File: config.mk
export PLATFORM = sky130hd
export DESIGN_NAME = regfile_sb
export DESIGN_NICKNAME = d
export VERILOG_FILES = /design/src/rtl/regfile_sb.sv
export SDC_FILE = /design/constraint.sdc
export NUM_CORES = 2
export LEC_CHECK = 0
export ABC_AREA = 1
export CAP_MARGIN = 20
export CORE_UTILIZATION = 55
export CTS_BUF_LIST = sky130_fd_sc_hd__clkbuf_8
export CTS_CLUSTER_SIZE = 16
export DETAILED_ROUTE_END_ITERATION = 10
export PLACE_DENSITY_LB_ADDON = 0.15
export SLEW_MARGIN = 20
export SYNTH_ARGS = -nofsm -noshare
export SYNTH_HDL_FRONTEND = slang
export SYNTH_SLANG_ARGS = --single-unit
export TNS_END_PERCENT = 50
File: constraint.sdc
create_clock -name clk -period 5.3 [get_ports clk]
set_clock_uncertainty 0.15 [all_clocks]
set_input_delay 0.53 -clock clk [delete_from_list [all_inputs] [get_ports clk]]
set_output_delay 0.53 -clock clk [all_outputs]
set_load 0.02 [all_outputs]
File: src/rtl/regfile_sb.sv
// Decode-stage register file with a per-register pending-write scoreboard and RAW stall generation.
// Optional macro RF_WB_BYPASS_EN enables same-cycle writeback-to-read forwarding.
module regfile_sb #(
    parameter int unsigned XLEN           = 32,
    parameter int unsigned REG_NUM        = 32,
    parameter int unsigned ADDR_SIZE      = 5,
    parameter int unsigned NUM_RD         = 2,
    parameter int unsigned PEND_BITS      = 2,
    parameter int unsigned STALL_CNT_BITS = 16
) (
    input  logic                        clk,
    input  logic                        rst,
    input  logic [NUM_RD-1:0]           D_ren,
    input  logic [NUM_RD*ADDR_SIZE-1:0] D_rs,
    input  logic                        D_issue,
    input  logic                        D_wen,
    input  logic [ADDR_SIZE-1:0]        D_rd,
    input  logic                        WB_we,
    input  logic [ADDR_SIZE-1:0]        WB_rd,
    input  logic [XLEN-1:0]             WB_data,
    output logic [NUM_RD*XLEN-1:0]      D_rdata,
    output logic [NUM_RD-1:0]           D_rdy,
    output logic                        D_stall,
    output logic                        WB_err,
    output logic [STALL_CNT_BITS-1:0]   STALL_CNT
);

    localparam logic [PEND_BITS-1:0] PEND_MAX = '1;

    logic [XLEN-1:0]      regs [REG_NUM];
    logic [PEND_BITS-1:0] pend [REG_NUM];
    logic [NUM_RD-1:0]    rdy;
    logic                 stall;
    logic                 accept;
    logic                 d_hit;
    logic                 d_full;
    logic                 wb_hit;
    logic [REG_NUM-1:0]   inc;
    logic [REG_NUM-1:0]   dec;

    // x0 and indices past the implemented registers are never tracked or written
    function automatic logic valid_idx(input logic [ADDR_SIZE-1:0] a);
        return (a != '0) && (32'(a) < REG_NUM);
    endfunction

    for (genvar i = 0; i < NUM_RD; i++) begin : g_rd
        logic [ADDR_SIZE-1:0] rs;
        logic [PEND_BITS-1:0] p;
        logic                 hit;
        logic                 busy;
        logic                 resolved;

        assign rs   = D_rs[i*ADDR_SIZE +: ADDR_SIZE];
        assign hit  = valid_idx(rs);
        assign p    = hit ? pend[rs] : '0;
        assign busy = D_ren[i] && (p != '0);
`ifdef RF_WB_BYPASS_EN
        logic fwd;
        assign fwd      = hit && WB_we && (WB_rd == rs);
        // only the last outstanding write can be satisfied by the forwarded value
        assign resolved = busy && (p == PEND_BITS'(1)) && fwd;
        assign D_rdata[i*XLEN +: XLEN] = !hit ? '0 : (fwd ? WB_data : regs[rs]);
`else
        assign resolved = 1'b0;
        assign D_rdata[i*XLEN +: XLEN] = hit ? regs[rs] : '0;
`endif
        assign rdy[i] = !busy || resolved;
    end

    assign d_hit   = valid_idx(D_rd);
    assign d_full  = d_hit && (pend[D_rd] == PEND_MAX);
    assign wb_hit  = WB_we && valid_idx(WB_rd);
    assign stall   = D_issue && (!(&rdy) || (D_wen && d_full));
    assign accept  = D_issue && !stall;
    assign D_rdy   = rdy;
    assign D_stall = stall;

    // per-register scoreboard increment/decrement requests
    always_comb begin
        inc = '0;
        dec = '0;
        for (int r = 1; r < REG_NUM; r++) begin
            inc[r] = accept && D_wen && d_hit && (D_rd == ADDR_SIZE'(r));
            dec[r] = wb_hit && (WB_rd == ADDR_SIZE'(r)) && (pend[r] != '0);
        end
    end

    always_ff @(posedge clk) begin
        if (rst) begin
            for (int r = 0; r < REG_NUM; r++) begin
                regs[r] <= '0;
                pend[r] <= '0;
            end
            WB_err    <= 1'b0;
            STALL_CNT <= '0;
        end else begin
            if (wb_hit) begin
                regs[WB_rd] <= WB_data;
                if (pend[WB_rd] == '0) begin
                    WB_err <= 1'b1;
                end
            end
            if (stall && (STALL_CNT != '1)) begin
                STALL_CNT <= STALL_CNT + STALL_CNT_BITS'(1);
            end
            for (int r = 1; r < REG_NUM; r++) begin
                if (inc[r] && !dec[r]) begin
                    pend[r] <= pend[r] + PEND_BITS'(1);
                end else if (dec[r] && !inc[r]) begin
                    pend[r] <= pend[r] - PEND_BITS'(1);
                end
            end
        end
    end

endmodule

# After elaboration in Yosys (flattened, before gate mapping)
# Memories as Yosys holds them, arrays and structs flattened.
# Index checks and enable logic that the tools add are counted.
# Widths: inputs -> output; s select.
[op_classes] addsub=63 n_eq_ne=64 n_mux=291 bitwise_logic=62 reduce_logical=273
[op_table] cell="$mux 1" count=223
[op_table] cell="$logic_and 1x1->1" count=165
[op_table] cell="$eq 5x5->1 const B" count=32
[op_table] cell="$mux 2" count=64
[op_table] cell="$mux 32" count=3
[op_table] cell="$eq 5x4->1 const B" count=16
[op_table] cell="$logic_not 1->1" count=66
[op_table] cell="$reduce_bool 2->1" count=33
[op_table] cell="$add 2x1->2 const B" count=31
[op_table] cell="$or 1x1->1" count=62
[op_table] cell="$sub 2x1->2 const B" count=31
[op_table] cell="$eq 5x3->1 const B" count=8
[op_table] cell="$reduce_or 32->1" count=1
[op_table] cell="$eq 5x2->1 const B" count=4
[op_table] cell="$reduce_bool 5->1" count=4
[op_table] cell="$add 16x1->16 const B" count=1
[op_table] cell="$ne 16x16->1 const B" count=1
[op_table] cell="$eq 5x1->1 const B" count=2
[op_table] cell="$mux 5" count=1
[op_table] cell="$reduce_and 2->1" count=2
[op_table] cell="$eq 2x2->1 const B" count=1
[op_table] cell="$logic_not 2->1" count=1
[op_table] cell="$logic_or 1x1->1" count=1
[totals] register_bits=17 ram_bits=1088 input_bits=59 output_inout_bits=84 wordCells=757 n_memories=2
[memory_table] memory="regs" words=32 word_bits=32 read_ports=2 rd_ports_with_merged_regs=0 write_ports=32 line_no="30" source="logic [XLEN-1:0] regs [REG_NUM];"
[memory_table] memory="pend" words=32 word_bits=2 read_ports=35 rd_ports_with_merged_regs=0 write_ports=32 line_no="31" source="logic [PEND_BITS-1:0] pend [REG_NUM];"

# Depth between registers and ports, before layout
[logic_depth] ltp_word=21 ltp_mapped=22 ltp_nobuf=19

# Least setup slack after synthesis
# Ideal clock, no wire load.
[synth_path] path_type="input -> register" start="in WB_rd[2]" end="mem regs[19][0] (enable)" arrival_time_ns=2.567 setup_slack_ns=2.105 cell_stages=11 cell_sequence="buf_2 > nor2_1 > inv_1 > nor2_1 > nand2_1 > nand2_1 > nor2_1 > buf_2 > nand4_1 > clkbuf_1 > nand2_1"
[synth_rtl] element="start: declaration" line_no="19" source="input logic [ADDR_SIZE-1:0] WB_rd,"
[synth_rtl] element="end: declaration" line_no="30"

# Final worst setup path
[layout_path] start="in D_rs[0]" end="out D_rdata[12]"
[layout_via] elab_chain_cells=2
[layout_rtl] element="start: declaration" line_no="14" source="input logic [NUM_RD*ADDR_SIZE-1:0] D_rs,"
[layout_rtl] element="$mem_v2 32x32 or $reduce_bool 5->1 (tied branches)"
[layout_rtl] element="$mux 32 (*)" line_no="65" source="assign D_rdata[i*XLEN +: XLEN] = hit ? regs[rs] : '0;"
[layout_rtl] element="end: declaration" line_no="21" source="output logic [NUM_RD*XLEN-1:0] D_rdata,"
# Mark *: on every way between the ends. The rest lies on a longest branch, timed or not.

==> results.json <==
{
  "power.leakage_nw": 25.04,
  "hp-start": "WB_err",
  "rsz0062_at_grt": "false",
  "ys_seq_area_share_pct": 56.72,
  "area_growth_syn_to_layout_pct": 12.19,
  "cp_slowest_cell": "clkdlybuf4s50_1",
  "synth-compound-area-share_pct": 15.48,
  "cts_htree_levels": 4,
  "grt_pass1_vias": 52430,
  "hpwl_um": 137400,
  "fin_area_um2": 65180,
  "cts_sinks": 1103,
  "yosysTopAreaCell": "edfxtp_1",
  "max_slew_margin_pct": 24.52,
  "min_to": "WB_err",
  "clk_latency_ps": 910,
  "hold_depth": 2,
  "worstPathMaxFanout": 31,
  "synthTopCellsByCount": "nor2_1, nand2_1, edfxtp_1",
  "synthTopCellsByArea": "edfxtp_1, nor2_1, nand2_1",
  "wl_per_cell_um": 29.68,
  "yosysMostFrequentCell": "nor2_1",
  "clockRootBuffer": "clkbuf_8",
  "hold_viol": 0,
  "syn_inst": 6415,
  "fill_cells": 8685,
  "placed_area_um2": 61610,
  "syn-cell-area_um2": 58100,
  "setup_viol": 0,
  "cts_buffers": 183,
  "crit_path_end_kind": "primary output",
  "synth_top_family_by_area": "simple AND/OR/NAND/NOR gates",
  "core_um2": 104100,
  "outcome": "finished, final reports clean",
  "grt_pass1_wl_um": 339200,
  "die_w_um": 327.0,
  "power.density_nw_per_um2": 317.2,
  "worst_r2r_endpoint": "pend[17][1]",
  "synth-xor-area-share_pct": 0.3618,
  "finalCritPeriodShare_pct": 94.17,
  "dp.cells": 7620,
  "cpLargestDelayFamily": "buffers and inverters",
  "synth_edf_count": 1086,
  "grt.overflow.total": 0,
  "muxShareOfSynthArea_pct": 0,
  "grt_start_max_net_pins": 72,
  "min_period_ps": 4991,
  "synth_cell_type_count": 44,
  "fin_setup_tns_ps": 0,
  "hp-class": "reg -> reg",
  "tritoncts": "yes",
  "cp.required_ps": 4620,
  "wirelength_um": 236500,
  "worstPathArrival_ps": 4310,
  "r2r-start": "pend[19][0]",
  "maxCapViolations": 0,
  "synthSimpleGateAreaFrac_pct": 20.54,
  "timing.fmax_ghz": 0.2004,
  "ant_nets": 0,
  "rr_worst_depth": 16,
  "rows": 118,
  "dieArea_um2": 106900,
  "viasPerCell": 6.896,
  "synth_fa_ha_area_share_pct": 0.04307,
  "clockBufferDepth": 3,
  "cts_resized": 0,
  "dr.pass1.iters": 10,
  "post-route-drc-count": 0,
  "initial_utilization_pct": 55.82,
  "antenna_found_initial": 5,
  "cpPeakStageDelay_ps": 860,
  "worstPathCellList": "clkdlybuf4s50_1 > buf_4 > nand2_4 > buf_12 > o211ai_1 > nand3_1 > nand3_1 > nand2_1 > a31oi_1 > clkdlybuf4s50_1",
  "async_reset_ff_share_pct": 0,
  "drive_gt1_share_pct": 9.022,
  "numPortBuffers": 142,
  "netlist.area_leader.share_pct": 56.13,
  "gp_congestion": 0.9835,
  "ios": 143,
  "reg2reg_slack_ps": 1990,
  "track_usage_pct": 43.25,
  "synth.avg_cell_area_um2": 9.056,
  "stdcell_count": 7967,
  "yosys_warnings": 0,
  "synthFlopType": "edfxtp_1",
  "die_y_um": 327.0,
  "ys_ff_latch": 1103,
  "drtIter0Drc": 10630,
  "finalMaxSlewViolations": 0,
  "crit_type": "in -> out",
  "worst_pin_slew_ps": 1131,
  "clk_pin_slew_ps": 50,
  "worst-path-buf-inv": 4,
  "hold_slack_ps": 344.5,
  "nets": 6492,
  "critPathLaunchType": "primary input",
  "irDropWorstVdd_mv": 0.2284,
  "vias": 54940
}
## worst max-delay path by stage
stage / from / to / slack (ps) / cells past startpoint
finish: D_rs[0] / D_rdata[12] / 310 / 10
global route: D_rs[0] / D_rdata[12] / 440 / 10
floorplan: WB_rd[2] / regs[19][0] / 2100 / 11
global placement: D_rs[0] / D_rdata[12] / 490 / 10
detailed placement: D_rs[0] / D_rdata[12] / 500 / 10
CTS: D_rs[0] / D_rdata[12] / 480 / 10
## report_power, final
part	switching (mW)	internal [mW]	total, mW
Combinational	2.15	0.856	3.00
Clock	3.70	3.66	7.35
Sequential	0.256	10.1	10.3
Total	6.10	14.6	20.7
## cell type report
class	count	area (µm²)	area share, %
sequential	1103	32950	50.55
multi-input combinational	4340	21530	33.04
timing repair buffer	371	3881	5.955
clock buffer	185	2546	3.906
tap	1380	1727	2.649
inverter	432	1642	2.519
clock inverter	153	892.1	1.369
antenna	3	7.507	0.01152
## routing by layer
metal | GRT usage [%] | vias to the layer above | part of all wire (%)
li1 | - | 22660 | -
met1 | 55.57 | 25380 | 34
met2 | 63.40 | 5626 | 42
met3 | 12.53 | 1273 | 17
met4 | 29.58 | 4 | 7.8
met5 | 0 | - | 0.0093
## cells in the final DEF (no fill, tap or decap), types with 4 or more instances in the layout
cell type | synthesis | layout
xor2_1 | 19 | 19
a22o_1 | 40 | 40
nand2_1 | 1147 | 1091
nand2_4 | 1 | 4
o21ai_0 | 333 | 333
nand3_4 | 7 | 7
inv_6 | 0 | 7
nor2_1 | 1372 | 1368
nor3_1 | 13 | 13
a31oi_1 | 74 | 74
bufinv_16 | 0 | 8
clkbuf_8 | 0 | 185
nand3_1 | 357 | 354
clkdlybuf4s50_1 | 0 | 131
o21ai_1 | 14 | 14
o211ai_1 | 61 | 61
inv_1 | 414 | 450
edfxtp_1 | 1086 | 1086
o22ai_1 | 140 | 140
nor2_4 | 3 | 8
nand3_2 | 9 | 12
a22oi_1 | 76 | 76
xnor2_1 | 5 | 5
clkinvlp_4 | 0 | 8
clkinv_1 | 1 | 59
conb_1 | 1 | 32
o221ai_1 | 269 | 269
dfxtp_1 | 17 | 17
nand4_1 | 42 | 42
a21oi_1 | 133 | 133
nor4_1 | 5 | 5
o2111ai_1 | 56 | 56
clkinv_2 | 0 | 22
a221oi_1 | 103 | 103
buf_4 | 6 | 175
inv_2 | 16 | 25
o32ai_1 | 11 | 11
buf_12 | 1 | 55
nand2_2 | 7 | 57
## sequential cells by signal (all words and copies together) (netlist names)
signal and cells:
WB_err 1, pend 62, regs 1024, STALL_CNT 16
## cells by family (layout without fill, tap and decap cells)
family,count (synthesis),count (layout)
and+or+nand+nor,2968,2968
DFF,1103,1103
buffers and inverters,1003,1141
other,1,35
adders and majority gates,2,2
xor gates and xnor gates,24,24
AOI/OAI and AO/OA,1314,1314
## worst reg2reg max path, cell delays in order (launching register included)
cell and delay [ps]:
edfxtp_1 450, nor2_1 370, nor2_1 70, nor2_1 110, nand3_1 100, nand2_1 100, nand2_1 70, nand3_1 130
nand2_1 140, nand2_2 120, nand2_2 70, nor2_4 150, buf_12 290, nand2_2 200, nor2_1 260, nand2_1 90
nand3_1 120
## through the flow
step / total power, mW / util (%) / setup slack, ps
final: 20.68 / 62.62 / 308.8
after global routing: 21.09 / 62.62 / 436.3
after floorplan: 12.02 / - / 2105
after CTS: 20.44 / 62.51 / 480.3
after detailed placement: 13.31 / 59.19 / 498.5
after global placement: 13.26 / 59.19 / 493.2
## what timing repair did
action / in CTS / in global routing
hold endpoints to repair: 7 / 0
setup buffers: 0 / 0
hold buffers: 1 / 0
Note: power is estimated with default switching activity, not from simulation.
